<file path="config.mk">
export PLATFORM = sky130hd
export DESIGN_NAME = pio_bidir_seq
export DESIGN_NICKNAME = d
export VERILOG_FILES = /design/src/rtl/pio_bidir_seq.sv
export SDC_FILE = /design/constraint.sdc
export NUM_CORES = 1
export LEC_CHECK = 0
export CORE_MARGIN = 2
export CORE_UTILIZATION = 52
export CTS_BUF_LIST = sky130_fd_sc_hd__clkbuf_8
export DETAILED_ROUTE_END_ITERATION = 12
export PLACE_DENSITY = 0.8
export SKIP_LAST_GASP = 1
export SYNTH_ARGS = -nofsm -noshare
export SYNTH_HDL_FRONTEND = slang
export SYNTH_SLANG_ARGS = --single-unit
</file>
<file path="constraint.sdc">
create_clock -name clk -period 2 [get_ports clk]
set_input_delay 0.2 -clock clk [delete_from_list [all_inputs] [get_ports clk]]
set_output_delay 0.2 -clock clk [all_outputs]
set_load 0.005 [all_outputs]
</file>
<file path="src/rtl/pio_bidir_seq.sv">
// pio_bidir_seq -- half-duplex single-wire transaction sequencer feeding a
// BB bidirectional pad buffer (I = pad_o, T = pad_t, O = pad_i).
//
// A write serialises cmd_data MSB-first with BIT_DIV clocks per bit. The pad
// is then released for TURN_CYCLES, and a one-cycle rsp_valid follows.
// A read releases the pad for TURN_CYCLES first. It then samples WIDTH bits
// MSB-first at phase BIT_DIV/2 of each bit period, and returns the word on
// rsp_data together with rsp_valid.
//
// Ports:
//   clk        rising-edge clock
//   rst        synchronous active-high reset (aborts any transaction)
//   cmd_valid  command request; accepted when cmd_ready is high
//   cmd_ready  high only in IDLE (and not in reset)
//   cmd_write  1 = write (transmit), 0 = read (receive); sampled on accept
//   cmd_data   transmit word; sampled on accept
//   rsp_valid  one-cycle completion pulse, no backpressure
//   rsp_data   received word for reads, zero for writes
//   busy       high whenever not IDLE
//   pad_o      to BB.I, registered
//   pad_t      to BB.T, registered, 1 = high-Z; low only during TX
//   pad_i      from BB.O
//
// Optional build macro PIO_PAD_SYNC_EN: pad_i goes through a 2-flop
// synchroniser (reset to 1) before it is sampled. The sample point is
// unchanged, so the sampled value is two cycles older.
module pio_bidir_seq #(
   parameter int WIDTH       = 8,
   parameter int BIT_DIV     = 4,
   parameter int TURN_CYCLES = 2
) (
   input  logic             clk,
   input  logic             rst,
   input  logic             cmd_valid,
   output logic             cmd_ready,
   input  logic             cmd_write,
   input  logic [WIDTH-1:0] cmd_data,
   output logic             rsp_valid,
   output logic [WIDTH-1:0] rsp_data,
   output logic             busy,
   output logic             pad_o,
   output logic             pad_t,
   input  logic             pad_i
);

   localparam int PW = $clog2(BIT_DIV);
   localparam int BW = (WIDTH > 1) ? $clog2(WIDTH) : 1;
   localparam int TW = (TURN_CYCLES > 1) ? $clog2(TURN_CYCLES) : 1;

   localparam logic [PW-1:0] LAST_PH   = PW'(BIT_DIV - 1);
   localparam logic [PW-1:0] SAMPLE_PH = PW'(BIT_DIV / 2);
   localparam logic [BW-1:0] LAST_BIT  = BW'(WIDTH - 1);
   localparam logic [TW-1:0] LAST_TURN = TW'(TURN_CYCLES - 1);

   typedef enum logic [2:0] {IDLE, TX, TURN, RX, DONE} state_t;

   state_t           state, state_nx;
   logic [PW-1:0]    phase, phase_nx;
   logic [BW-1:0]    bitc, bitc_nx;
   logic [TW-1:0]    turn, turn_nx;
   logic [WIDTH-1:0] shift, shift_nx;
   logic             dir, dir_nx;     // 1 = write transaction in flight
   logic             pad_s;           // pad level as seen by the RX sampler

`ifdef PIO_PAD_SYNC_EN
   logic sync1, sync2;

   always_ff @(posedge clk) begin
      if (rst) begin
         sync1 <= 1'b1;
         sync2 <= 1'b1;
      end else begin
         sync1 <= pad_i;
         sync2 <= sync1;
      end
   end

   assign pad_s = sync2;
`else
   assign pad_s = pad_i;
`endif

   assign cmd_ready = (state == IDLE) && !rst;
   assign busy      = (state != IDLE);

   always_comb begin
      state_nx = state;
      phase_nx = phase;
      bitc_nx  = bitc;
      turn_nx  = turn;
      shift_nx = shift;
      dir_nx   = dir;
      case (state)
         IDLE: begin
            if (cmd_valid) begin
               shift_nx = cmd_data;
               dir_nx   = cmd_write;
               phase_nx = '0;
               bitc_nx  = '0;
               turn_nx  = '0;
               state_nx = cmd_write ? TX : TURN;
            end
         end
         TX: begin
            if (phase == LAST_PH) begin
               phase_nx = '0;
               shift_nx = shift << 1;
               if (bitc == LAST_BIT) begin
                  state_nx = TURN;
                  turn_nx  = '0;
               end else begin
                  bitc_nx = bitc + 1'b1;
               end
            end else begin
               phase_nx = phase + 1'b1;
            end
         end
         TURN: begin
            if (turn == LAST_TURN) begin
               turn_nx  = '0;
               phase_nx = '0;
               bitc_nx  = '0;
               state_nx = dir ? DONE : RX;
            end else begin
               turn_nx = turn + 1'b1;
            end
         end
         RX: begin
            // Sample first: with BIT_DIV=2 the sample phase is also the
            // last phase, so the final bit must land before DONE.
            if (phase == SAMPLE_PH)
               shift_nx = (shift << 1) | WIDTH'(pad_s);
            if (phase == LAST_PH) begin
               phase_nx = '0;
               if (bitc == LAST_BIT)
                  state_nx = DONE;
               else
                  bitc_nx = bitc + 1'b1;
            end else begin
               phase_nx = phase + 1'b1;
            end
         end
         DONE: begin
            state_nx = IDLE;
         end
         default: begin
            state_nx = IDLE;
         end
      endcase
   end

   // Pad and response outputs are registered from the next-state values,
   // so they change on the same edge as the state they belong to.
   always_ff @(posedge clk) begin
      if (rst) begin
         state     <= IDLE;
         phase     <= '0;
         bitc      <= '0;
         turn      <= '0;
         dir       <= 1'b0;
         pad_o     <= 1'b1;
         pad_t     <= 1'b1;
         rsp_valid <= 1'b0;
         rsp_data  <= '0;
      end else begin
         state     <= state_nx;
         phase     <= phase_nx;
         bitc      <= bitc_nx;
         turn      <= turn_nx;
         dir       <= dir_nx;
         pad_t     <= (state_nx != TX);
         pad_o     <= (state_nx == TX) ? shift_nx[WIDTH-1] : 1'b1;
         rsp_valid <= (state_nx == DONE);
         rsp_data  <= (state_nx == DONE && !dir_nx) ? shift_nx : '0;
      end
   end

   always_ff @(posedge clk) begin
      shift <= shift_nx;
   end

endmodule

</file>
==> key figures <==
Status
  • Status: complete, no violations

Cells and area
  • Area grow syn2layout: 35.43%
  • Share of cells above drive strength 1: 0.1420
  • Final Util: 0.7473
  • NumNets Final: approximately 180
  • Final instance area: 1669 um2
  • Diodes inserted: 0

Power and ir drop
  • Switching power: roughly 0.4 mW
  • Switch share: 0.2562
  • Total design power: 1.517 mW
  • Cell-internal power: around 1.1 mW
  • Pwr Density: between 900 and 1000 nW/um2
  • Flop pwr share: 0.462
  • Clock power frac: 0.339
  • Max VDD drop: ~0.72 mV
  • Logic gate share of total power: 0.199
  • Leakage power: 0.6920 nW

Timing
  • Fin Clk Skew: around 0.0053 ns
  • Setup_tns: 0 ns
  • RSZ-0062 raised after global routing: no
  • Setup-failing EPs final: 0
  • Rel. slew slack: 0.7281
  • Max Slew Vio Count: 0
  • Maximum clock rate: 0.5414 GHz
  • Setup slack after layout: roughly 0.15 ns
  • Ratio of final minimum period to clock period: 0.9235
  • Post-route minimum period: 1.847 ns
  • Worst-margin pin slew: 0.4072 ns
  • Hold Fails Final Rpt: 0

Synthesis
  • Gate count after technology mapping: roughly 130
  • Syn avg cell area: roughly 10 um2
  • Yosys reg bits: 29
  • Synth cell types: 32
  • Net count after synthesis: between 100 and 150
  • Post-synthesis sequential area ratio: 0.4711
  • Syn Std Cell Area: ~1200 um2
  • Syn. warnings: 0

Worst setup path
  • Critical path data required time: about 2.2 ns
  • Critical Path Sink Type: flip-flop
  • Reg2reg start: state[0]
  • Worst R2R End: pad_o
  • Worst path bufs/invs: 0
  • Cell chain of the critical path: nand2b_1 -> o21ba_1 -> a221o_1 -> or3b_1
  • CP delay by family, top: simple AND/OR/NAND/NOR gates
  • Worst EP arrival: ~2.0 ns
  • CP Class: flip-flop to flip-flop
  • CP peak stage delay: around 0.57 ns
  • Critical path launch point type: flip-flop
  • Critical path's slowest cell: dfxtp_1
  • Worst reg-to-reg path cell count: 4
  • Reg2reg setup slack: approximately 0.15 ns
  • Worst-path maximum fanout: 12

Drt
  • Drt via density: about 5.6
  • DRC Markers: 0
  • Vias: 1060
  • WL final: around 2.7 mm
  • Wire length per cell: around 14 um
  • Post-DRT Antenna Nets: 0
  • DR pass1 iterations: 4
  • DRT iter0 DRCs: 28

CTS
  • CTS tree: built
  • Clk sink count: 29
  • CTS Buffer Depth: 2
  • TritonCTS Buffers: 5
  • CTS Hold Bufs: 0
  • Root Driver: clkbuf_8
  • H-tree levels: 2
  • Clk_lat worst skew: roughly 0.27 ns
  • Worst-path clk slew: 0.06 ns
  • # resized after CTS: 1
  • Setup repair bufs after CTS: 0

Floorplan
  • DIE AREA: around 2800 um2
  • Die width: around 53 um
  • Top Ports: 26
  • Starting density of the core: 0.5518
  • DIE HEIGHT: 52.69 um
  • # rows: 17
  • Placeable Area: around 2200 um2

Global routing
  • Initial antenna violation count: 0
  • Overflow after GRT: 0
  • Largest net degree at the start of global routing: 14
  • First-pass GRT wire length: between 4 and 5 mm
  • GRT Util Overall: 0.2370
  • Vias in the first global route: just over 1000

Placed design
  • IO buf count: 25
  • DP Area: between 1500 and 2000 um2
  • Worst slack, placed: around 0.014 ns
  • Estimated wirelength of the detail-placed design: just over 2 mm
  • GPL Wtd Cong: about 0.8

Flow run
  • Max Cap Viol: 0

Worst hold path
  • Hold Crit Endpoint: bitc[2]
  • Worst hold start: bitc[2]
  • Worst Hold Depth: 2
  • Worst Hold Class: flip-flop to flip-flop
## worst register-to-register path: stages, from the launching register on
cell and delay, ns:
dfxtp_1 0.57, nand2b_1 0.21, o21ba_1 0.24, a221o_1 0.33, or3b_1 0.38
## through the flow
step                      hold slack (ns)  cells
final                              0.4740    190
after global routing               0.4910    190
after CTS                          0.4792    190
after detailed placement           0.4710    182
after global placement             0.4581    182
after floorplan                    0.3447    125
## power by group through the flow
stage          Combinational (mW)  Sequential, mW  Clock, mW
3_3_place_gp                0.282           0.705          0
6_report                    0.302           0.700      0.514
5_1_grt                     0.336           0.706      0.553
3_5_place_dp                0.296           0.707          0
2_1_floorplan               0.197           0.687          0
4_1_cts                     0.298           0.698      0.525
## final cells by class
type	instances	area, um2
Multi-Input combinational cell	88	611.8
Sequential cell	29	581.8
Fill cell	179	564.3
Timing Repair Buffer	36	335.3
Clock buffer	7	96.34
Tap cell	28	35.03
Clock inverter	1	5.005
Inverter	1	3.754
## synthesized netlist by cell type
| master | instances | share of area |
|---|---|---|
| o211ai_2 | 1 | 0.010 |
| clkbuf_1 | 5 | 0.015 |
| a21o_1 | 1 | 0.0061 |
| and2_1 | 15 | 0.076 |
| a211oi_1 | 1 | 0.0061 |
| nand2b_1 | 6 | 0.030 |
| nand3_1 | 4 | 0.016 |
| buf_6 | 2 | 0.018 |
| nor2b_1 | 3 | 0.015 |
| a2111oi_0 | 1 | 0.0071 |
| a221o_1 | 8 | 0.065 |
| nor4b_2 | 1 | 0.012 |
| a21oi_1 | 6 | 0.024 |
| a311oi_1 | 1 | 0.0071 |
| nor3_1 | 2 | 0.0081 |
| and3_1 | 2 | 0.010 |
| xor2_1 | 1 | 0.0071 |
| o22ai_1 | 1 | 0.0051 |
| ha_1 | 4 | 0.041 |
| inv_1 | 1 | 0.0030 |
| dfxtp_1 | 29 | 0.47 |
| mux2i_1 | 3 | 0.024 |
| a221oi_1 | 1 | 0.0071 |
| o21ai_0 | 1 | 0.0041 |
| nor3b_1 | 2 | 0.012 |
| nor2_1 | 12 | 0.037 |
| nand2_1 | 3 | 0.0091 |
| or3_1 | 2 | 0.010 |
| o31ai_1 | 1 | 0.0061 |
| or3b_1 | 3 | 0.021 |
| nand3b_1 | 1 | 0.0061 |
| o21ba_1 | 1 | 0.0081 |
## how the worst max path moves through the flow
stage	start	end	cells past startpoint
3_3_place_gp	rst	pad_o	5
2_1_floorplan	phase[0]	pad_o	6
5_1_grt	state[0]	pad_o	4
4_1_cts	state[1]	cmd_ready	4
6_report	state[0]	pad_o	4
3_5_place_dp	rst	pad_o	5
## layout by cell type (no fill, tap or decap), drive strengths merged, types with 4 or more instances in the layout
cell type,Yosys,final
nand2b,6,6
dfxtp,29,29
buf,2,11
a221o,8,8
a21oi,6,6
nand3,4,4
and2,15,15
ha,4,4
clkdlybuf4s50,0,24
clkbuf,5,7
nor2,12,12
## registers in the layout, summed over array words and instances, names as in the netlist
name / flops
turn: 1
pad_t: 1
dir: 1
pad_o: 1
phase: 2
shift: 8
bitc: 3
state: 3
rsp_valid: 1
rsp_data: 8
## logic make-up after synthesis
logic type | Yosys count | share of synthesized area
buffers and inverters | 8 | 0.03655
AOI/OAI and AO/OA | 24 | 0.1564
DFF | 29 | 0.4711
and+or+nand+nor | 56 | 0.2640
muxes | 3 | 0.02437
adders and majority gates | 4 | 0.04061
xor gates and xnor gates | 1 | 0.007108
## layer usage
layer,share of wire,global-route usage
met1,0.44,0.2977
met2,0.48,0.3646
met3,0.051,0.06571
met4,0.024,0.1282
met5,0,0
(Power assumes the default switching activity.)
